## src/rtl/uart_pkg.sv

```systemverilog
// Shared types and helpers for the UART receiver (and the future transmitter).
package uart_pkg;

    typedef enum logic [1:0] {
        PAR_NONE = 2'd0,
        PAR_ODD  = 2'd1,
        PAR_EVEN = 2'd2
    } parity_e;

    typedef enum logic [2:0] {
        IDLE,
        START,
        DATA,
        PAR,
        STOP
    } rx_state_e;

    // Clocks per bit, rounded to nearest.
    function automatic int calc_bit_clks(input int clk_hz, input int bps);
        return (clk_hz + bps / 2) / bps;
    endfunction

    // Parity bit the transmitter should have sent for this word.
    function automatic logic parity_bit(input logic [8:0] word, input logic odd);
        return (^word) ^ odd;
    endfunction

endpackage

```

## src/rtl/uart_rx_param_if.sv

```systemverilog
// Word output handshake of the UART receiver: word plus status flags, valid/ready.
interface uart_rx_param_if #(
    parameter int DATA_BITS = 8
);
    logic [DATA_BITS-1:0] data;
    logic                 data_valid;
    logic                 data_ready;
    logic                 parity_err;
    logic                 frame_err;
    logic                 break_det;
    logic                 overrun;

    modport master (
        output data, data_valid, parity_err, frame_err, break_det, overrun,
        input  data_ready
    );

    modport slave (
        input  data, data_valid, parity_err, frame_err, break_det, overrun,
        output data_ready
    );
endinterface

```

## src/rtl/uart_bit_timer.sv

```systemverilog
// Bit-time down-counter with half-bit and full-bit strobes; shared by RX and TX.
module uart_bit_timer #(
    parameter int BIT_CLKS = 10
) (
    input  logic clk,
    input  logic rst_n,
    input  logic clear,
    input  logic enable,
    output logic half_tick,
    output logic full_tick
);
    localparam int CW = $clog2(BIT_CLKS);
    localparam logic [CW-1:0] LOAD = CW'(BIT_CLKS - 1);
    // Down-count equivalent of "elapsed == BIT_CLKS/2".
    localparam logic [CW-1:0] HALF = CW'(BIT_CLKS - 1 - BIT_CLKS / 2);

    logic [CW-1:0] count;

    always_ff @(posedge clk or negedge rst_n) begin
        if (!rst_n) begin
            count <= LOAD;
        end else if (clear) begin
            count <= LOAD;
        end else if (enable) begin
            count <= (count == '0) ? LOAD : count - 1'b1;
        end
    end

    assign half_tick = enable && (count == HALF);
    assign full_tick = enable && (count == '0);

endmodule

```

## src/rtl/uart_rx_param.sv

```systemverilog
// Parametrised UART receiver: mid-bit sampling, parity/framing/break detection,
// valid/ready output with overrun pulse.
//
// state | meaning
// IDLE  | waiting for a 1->0 transition on the synchronised line
// START | timing half a bit to confirm the start bit (false-start rejection)
// DATA  | sampling DATA_BITS data bits, LSB first
// PAR   | sampling the parity bit
// STOP  | sampling STOP_BITS stop bits; the last one completes the frame
module uart_rx_param
    import uart_pkg::*;
#(
    parameter int CLK_HZ      = 66_000_000,
    parameter int BITRATE_BPS = 9_600,
    parameter int DATA_BITS   = 8,
    parameter int PARITY      = 0,
    parameter int STOP_BITS   = 1
) (
    input  logic                   clk,
    input  logic                   rst_n,
    input  logic                   rx,
    uart_rx_param_if.master        rx_if
);
    localparam int      BIT_CLKS  = calc_bit_clks(CLK_HZ, BITRATE_BPS);
    localparam int      BW        = $clog2(DATA_BITS + 1);
    localparam logic [BW-1:0] LAST_DATA = BW'(DATA_BITS - 1);
    localparam logic [BW-1:0] LAST_STOP = BW'(STOP_BITS - 1);
    localparam parity_e PAR_MODE  = parity_e'(PARITY[1:0]);

    logic rx_m, rx_s, rx_prev;

    always_ff @(posedge clk or negedge rst_n) begin
        if (!rst_n) begin
            rx_m    <= 1'b1;
            rx_s    <= 1'b1;
            rx_prev <= 1'b1;
        end else begin
            rx_m    <= rx;
            rx_s    <= rx_m;
            rx_prev <= rx_s;
        end
    end

    rx_state_e             state;
    logic [DATA_BITS-1:0]  shift_reg;
    logic [BW-1:0]         bit_idx;
    logic                  par_flag;
    logic                  frm_flag;
    logic                  par_sample;
    logic                  half_tick, full_tick;
    logic                  tmr_clear, tmr_en;
    logic                  frm_now;
    logic                  brk_now;

    logic [DATA_BITS-1:0]  data_q;
    logic                  valid_q, perr_q, ferr_q, brk_q, ovr_q;

    // The timer sits parked at the start of a bit while idle and restarts
    // at the confirmed start-bit midpoint so later ticks land mid-bit.
    assign tmr_clear = (state == IDLE) || (state == START && half_tick);
    assign tmr_en    = (state != IDLE);

    uart_bit_timer #(.BIT_CLKS(BIT_CLKS)) u_timer (
        .clk       (clk),
        .rst_n     (rst_n),
        .clear     (tmr_clear),
        .enable    (tmr_en),
        .half_tick (half_tick),
        .full_tick (full_tick)
    );

    assign frm_now = frm_flag | ~rx_s;
    assign brk_now = frm_now && (shift_reg == '0) &&
                     (PAR_MODE == PAR_NONE || !par_sample);

    always_ff @(posedge clk or negedge rst_n) begin
        if (!rst_n) begin
            state      <= IDLE;
            shift_reg  <= '0;
            bit_idx    <= '0;
            par_flag   <= 1'b0;
            frm_flag   <= 1'b0;
            par_sample <= 1'b0;
            data_q     <= '0;
            valid_q    <= 1'b0;
            perr_q     <= 1'b0;
            ferr_q     <= 1'b0;
            brk_q      <= 1'b0;
            ovr_q      <= 1'b0;
        end else begin
            ovr_q <= 1'b0;
            if (valid_q && rx_if.data_ready) begin
                valid_q <= 1'b0;
            end

            case (state)
                IDLE: begin
                    if (rx_prev && !rx_s) begin
                        state <= START;
                    end
                end
                START: begin
                    if (half_tick) begin
                        if (rx_s) begin
                            state <= IDLE;
                        end else begin
                            state      <= DATA;
                            bit_idx    <= '0;
                            par_flag   <= 1'b0;
                            frm_flag   <= 1'b0;
                            par_sample <= 1'b0;
                        end
                    end
                end
                DATA: begin
                    if (full_tick) begin
                        shift_reg <= {rx_s, shift_reg[DATA_BITS-1:1]};
                        if (bit_idx == LAST_DATA) begin
                            bit_idx <= '0;
                            state   <= (PAR_MODE != PAR_NONE) ? PAR : STOP;
                        end else begin
                            bit_idx <= bit_idx + 1'b1;
                        end
                    end
                end
                PAR: begin
                    if (full_tick) begin
                        par_sample <= rx_s;
                        par_flag   <= rx_s != parity_bit(9'(shift_reg), PAR_MODE == PAR_ODD);
                        state      <= STOP;
                    end
                end
                STOP: begin
                    if (full_tick) begin
                        if (bit_idx == LAST_STOP) begin
                            state   <= IDLE;
                            bit_idx <= '0;
                            if (!valid_q || rx_if.data_ready) begin
                                data_q  <= shift_reg;
                                valid_q <= 1'b1;
                                perr_q  <= par_flag;
                                ferr_q  <= frm_now;
                                brk_q   <= brk_now;
                            end else begin
                                ovr_q <= 1'b1;
                            end
                        end else begin
                            frm_flag <= frm_now;
                            bit_idx  <= bit_idx + 1'b1;
                        end
                    end
                end
                default: state <= IDLE;
            endcase
        end
    end

    assign rx_if.data       = data_q;
    assign rx_if.data_valid = valid_q;
    assign rx_if.parity_err = perr_q;
    assign rx_if.frame_err  = ferr_q;
    assign rx_if.break_det  = brk_q;
    assign rx_if.overrun    = ovr_q;

endmodule

```

## src/flat_wrapper.sv

```systemverilog
// flat-port wrapper written by rule: the top's interface ports become plain ports
module uart_rx_param_flat import uart_pkg::*;
#(
    parameter int CLK_HZ      = 66_000_000,
    parameter int BITRATE_BPS = 9_600,
    parameter int DATA_BITS   = 8,
    parameter int PARITY      = 0,
    parameter int STOP_BITS   = 1
)
  (clk, rst_n, rx, rx_if_data, rx_if_data_valid, rx_if_parity_err, rx_if_frame_err, rx_if_break_det, rx_if_overrun, rx_if_data_ready);
  uart_rx_param_if #(.DATA_BITS(DATA_BITS)) rx_if_i ();
  input  logic clk;
  input  logic rst_n;
  input  logic rx;
  output wire logic [$bits(rx_if_i.data)-1:0] rx_if_data;
  output wire logic [$bits(rx_if_i.data_valid)-1:0] rx_if_data_valid;
  output wire logic [$bits(rx_if_i.parity_err)-1:0] rx_if_parity_err;
  output wire logic [$bits(rx_if_i.frame_err)-1:0] rx_if_frame_err;
  output wire logic [$bits(rx_if_i.break_det)-1:0] rx_if_break_det;
  output wire logic [$bits(rx_if_i.overrun)-1:0] rx_if_overrun;
  input wire logic [$bits(rx_if_i.data_ready)-1:0] rx_if_data_ready;
  assign rx_if_data = rx_if_i.data;
  assign rx_if_data_valid = rx_if_i.data_valid;
  assign rx_if_parity_err = rx_if_i.parity_err;
  assign rx_if_frame_err = rx_if_i.frame_err;
  assign rx_if_break_det = rx_if_i.break_det;
  assign rx_if_overrun = rx_if_i.overrun;
  assign rx_if_i.data_ready = rx_if_data_ready;
  uart_rx_param #(.CLK_HZ(CLK_HZ), .BITRATE_BPS(BITRATE_BPS), .DATA_BITS(DATA_BITS), .PARITY(PARITY), .STOP_BITS(STOP_BITS)) u_core (.clk(clk), .rst_n(rst_n), .rx(rx), .rx_if(rx_if_i));
endmodule
```

## config.mk

```make
export PLATFORM = sky130hd
export DESIGN_NAME = uart_rx_param_flat
export DESIGN_NICKNAME = d
export VERILOG_FILES = /design/src/rtl/uart_pkg.sv /design/src/rtl/uart_rx_param_if.sv /design/src/rtl/uart_bit_timer.sv /design/src/rtl/uart_rx_param.sv /design/src/flat_wrapper.sv
export SDC_FILE = /design/constraint.sdc
export NUM_CORES = 1
export LEC_CHECK = 0
export CORE_MARGIN = 2
export CORE_UTILIZATION = 49
export CTS_BUF_LIST = sky130_fd_sc_hd__clkbuf_4 sky130_fd_sc_hd__clkbuf_8
export CTS_CLUSTER_DIAMETER = 40
export DETAILED_ROUTE_END_ITERATION = 12
export DONT_BUFFER_PORTS = 1
export MAX_ROUTING_LAYER = met4
export PLACE_DENSITY = 0.66
export SYNTH_ARGS = -nofsm -noshare
export SYNTH_HDL_FRONTEND = slang
export SYNTH_SLANG_ARGS = --single-unit
```

## constraint.sdc

```tcl
create_clock -name clk -period 2.61 [get_ports clk]
set_clock_uncertainty 0.2 [all_clocks]
set_input_delay 0.3915 -clock clk [delete_from_list [all_inputs] [get_ports clk]]
set_output_delay 0.3915 -clock clk [all_outputs]
set_load 0.02 [all_outputs]
```

==> run_results.csv <==
group,metric,value,unit
run_status,status,"complete, no violations",
clock_tree,cts_sinks,46,
finish,nNetsFinal,255,
clock_tree,cts_setup_buffers,0,
finish,fill_cells,412,
clock_tree,cts_buffer_depth,2,
finish,area_growth_syn_to_layout,11.0,%
power,p_total,1.63,mW
clock_tree,cts_root_buf,"clkbuf_8",
hold_path,hp-start,"rx_if_data_ready",
setup_path,critPathMaxStageDelay,0.53,ns
yosys,ys.flop_type,"dfrtp_1",
place,routabilityCongestion,0.870,
die,fp.dieH,73.2,µm
timing,fmax,409,MHz
finish,final_core_util,55.9,%
grt,antenna_found_initial,0,
die,die-width,73.2,µm
timing,setup_violations,0,
yosys,yosysMostFrequentCell,"dfrtp_1",
clock_tree,path_clk_slew,0.09,ns
yosys,synth_top_family_by_area,"simple AND/OR/NAND/NOR gates",
die,start_util,50.4,%
yosys,synth_fp_nets,243,
yosys,syn_inst,230,
job,cap_violations,0,
setup_path,rr_worst_depth,5,
yosys,synth_top_area_share,37.3,%
route,remaining_drc_errors,0,
setup_path,worst_setup_path_end_kind,"register",
route,wl_per_cell,15.2,µm
power,ir_worst_vdd,0.000523,V
clock_tree,clkLatencyLatePin,0.30,ns
yosys,yosysTopAreaCell,"dfrtp_1",
timing,slew_viol_final,0,
die,die-area,0.00536,mm²
yosys,yosys.area_share.adder,4.80,%
place,pre_cts_ws,0.170,ns
grt,track_usage,19.2,%
route,wl_met1,2150,µm
grt,grt_pass1_vias,1623,
yosys,ys_ff_latch,46,
setup_path,r2r_start,"u_core.u_timer.count[9]",
setup_path,rr_endpoint,"u_core.bit_idx[3]",
setup_path,worst-path-max-fanout,6,
finish,drive_gt1_share,21.8,%
timing,relSlewSlack,61.2,%
finish,largest_reg_flops,13,
setup_path,critical_path.cell_chain,"or3_2, nor4_4, nor2_2, or3_4, mux2_4",
power,p_leak,1.19,nW
yosys,syn_area,0.00235,mm²
timing,tightest_slew,0.582,ns
timing,finalSetupTns,0,ns
yosys,synth-compound-area-share,9.86,%
yosys,synth_xor_area_share,4.10,%
setup_path,cp.required,2.60,ns
yosys,synth_area_per_cell,10.2,µm²
grt,grt_pass1_wl,7580,µm
hold_path,hold_end,"u_core.rx_if.overrun",
route,via_per_inst,5.62,
route,firstDrtPassIters,4,
yosys,synth-warning-count,0,
route,wl,4510,µm
grt,grt_max_degree,47,
power,p_per_area,626,mW/mm²
die,ios,17,
yosys,async_reset_ff_share,100,%
clock_tree,cts_tree,"yes",
hold_path,holdPathStages,2,
timing,fin_ws,0.165,ns
setup_path,worstPathArrival,2.44,ns
yosys,ys_top_cells_by_count,"dfrtp_1, nand2_1, nor2_1",
yosys,synthDistinctLibCells,48,
hold_path,hp-class,"in2reg",
finish,layoutNonFillerInstCount,297,
route,ant_nets,0,
yosys,synth_area_leaders,"dfrtp_1, dfstp_2, mux2_2, ha_1, nand2_1",
clock_tree,htree_levels,2,
timing,post-route-min-period,2.45,ns
place,dp_hpwl,3180,µm
route,drt_iter0_drc,131,
grt,grt_remaining_overflow,0,
route,top_layer_used,"met4",
die,fp.coreArea,0.00466,mm²
clock_tree,cts_buffers,5,
route,dr_wl_met3,200,µm
timing,rsz0062_at_grt,"false",
setup_path,crit_path_top_delay_cell,"or3_2",
setup_path,worst-setup-path-type,"reg2reg",
route,vias,1668,
finish,n_antenna_cell,0,
place,place_inst,286,
yosys,yosys.area_share.simple,20.3,%
timing,hold_violations,0,
timing,post-route-period-util,93.7,%
yosys,synth-edff-count,0,
setup_path,r2r_setup_slack,0.16,ns
yosys,ys_seq_area_share,49.6,%
route,dr_wl_met2,2080,µm
yosys,synth.area.mux_share,7.20,%
place,io_buffers,0,
setup_path,setup.worst_path.start_class,"register",
die,row_count,25,
## worst max-delay path by stage
stage / startpoint / end / slack (ns) / depth (start not counted)
6_report: u_core.u_timer.count[9] / u_core.bit_idx[3] / 0.16 / 5
3_5_place_dp: u_core.u_timer.count[9] / u_core.rx_if.data[5] / 0.17 / 4
4_1_cts: u_core.u_timer.count[9] / u_core.rx_if.data[5] / 0.16 / 4
2_1_floorplan: u_core.u_timer.count[2] / u_core.bit_idx[3] / 0.05 / 6
5_1_grt: u_core.u_timer.count[3] / u_core.rx_if.data[5] / 0.06 / 4
3_3_place_gp: u_core.u_timer.count[9] / u_core.bit_idx[3] / 0.19 / 5
## final cells by class
class | count | area (µm²) | share of cell area, %
Clock buffer | 5 | 68.8 | 2.64
Clock inverter | 3 | 43.8 | 1.68
Inverter | 16 | 60.1 | 2.31
Multi-Input combinational cell | 161 | 1080 | 41.6
Sequential cell | 46 | 1160 | 44.7
Tap cell | 54 | 67.6 | 2.59
Timing Repair Buffer | 12 | 115 | 4.42
## metrics by stage
stage               hold slack, ns  cell area [µm²]
floorplan                   -0.104             2350
global placement            -0.102             2440
detailed placement          -0.103             2440
CTS                          0.111             2610
global route                 0.154             2610
finish                       0.129             2610
## metal layers
metal  track usage (%)  vias up
li1                  -      820
met1              26.2      801
met2              27.8       36
met3              4.56       11
met4              6.79        0
met5                 -        -
## cell usage in the layout (no fill, tap or decap), drive strengths merged, types with 2 or more instances in the layout
master	count
o21ai	18
xor2	5
a31oi	2
nor3	3
or3	4
inv	17
or2	2
and3	6
nand2b	4
mux2i	3
buf	10
nor4	3
nand2	25
clkbuf	5
o31ai	3
nor2	22
mux2	12
a21oi	8
nor3b	2
dfstp	11
nand4b	2
nand3	3
or4	2
nand3b	5
ha	9
xnor2	6
dfrtp	35
dlygate4sd3	2
## report_power, final
part,switching [mW],internal [mW]
combinational,0.160,0.108
clock,0.250,0.287
sequential,0.0452,0.781
## worst max-delay path: cells and delay by family (launching register included)
kind / cells / cell delay (ns)
flops: 1 / 0.40
simple gates: 4 / 1.43
mux: 1 / 0.30
## repair_timing
| item | CTS | global route |
|---|---|---|
| gates resized for setup | 0 | 0 |
| hold buffers | 3 | 0 |
| endpoints found under the hold margin | 47 | 0 |
## cells by family after synthesis
| group | Yosys count |
|---|---|
| buf+inv | 23 |
| simple gates | 87 |
| fa+ha+maj | 9 |
| xor+xnor | 11 |
| flops | 46 |
| mux | 15 |
| compound gates | 39 |
No activity file was read; power rests on OpenSTA's default activity.
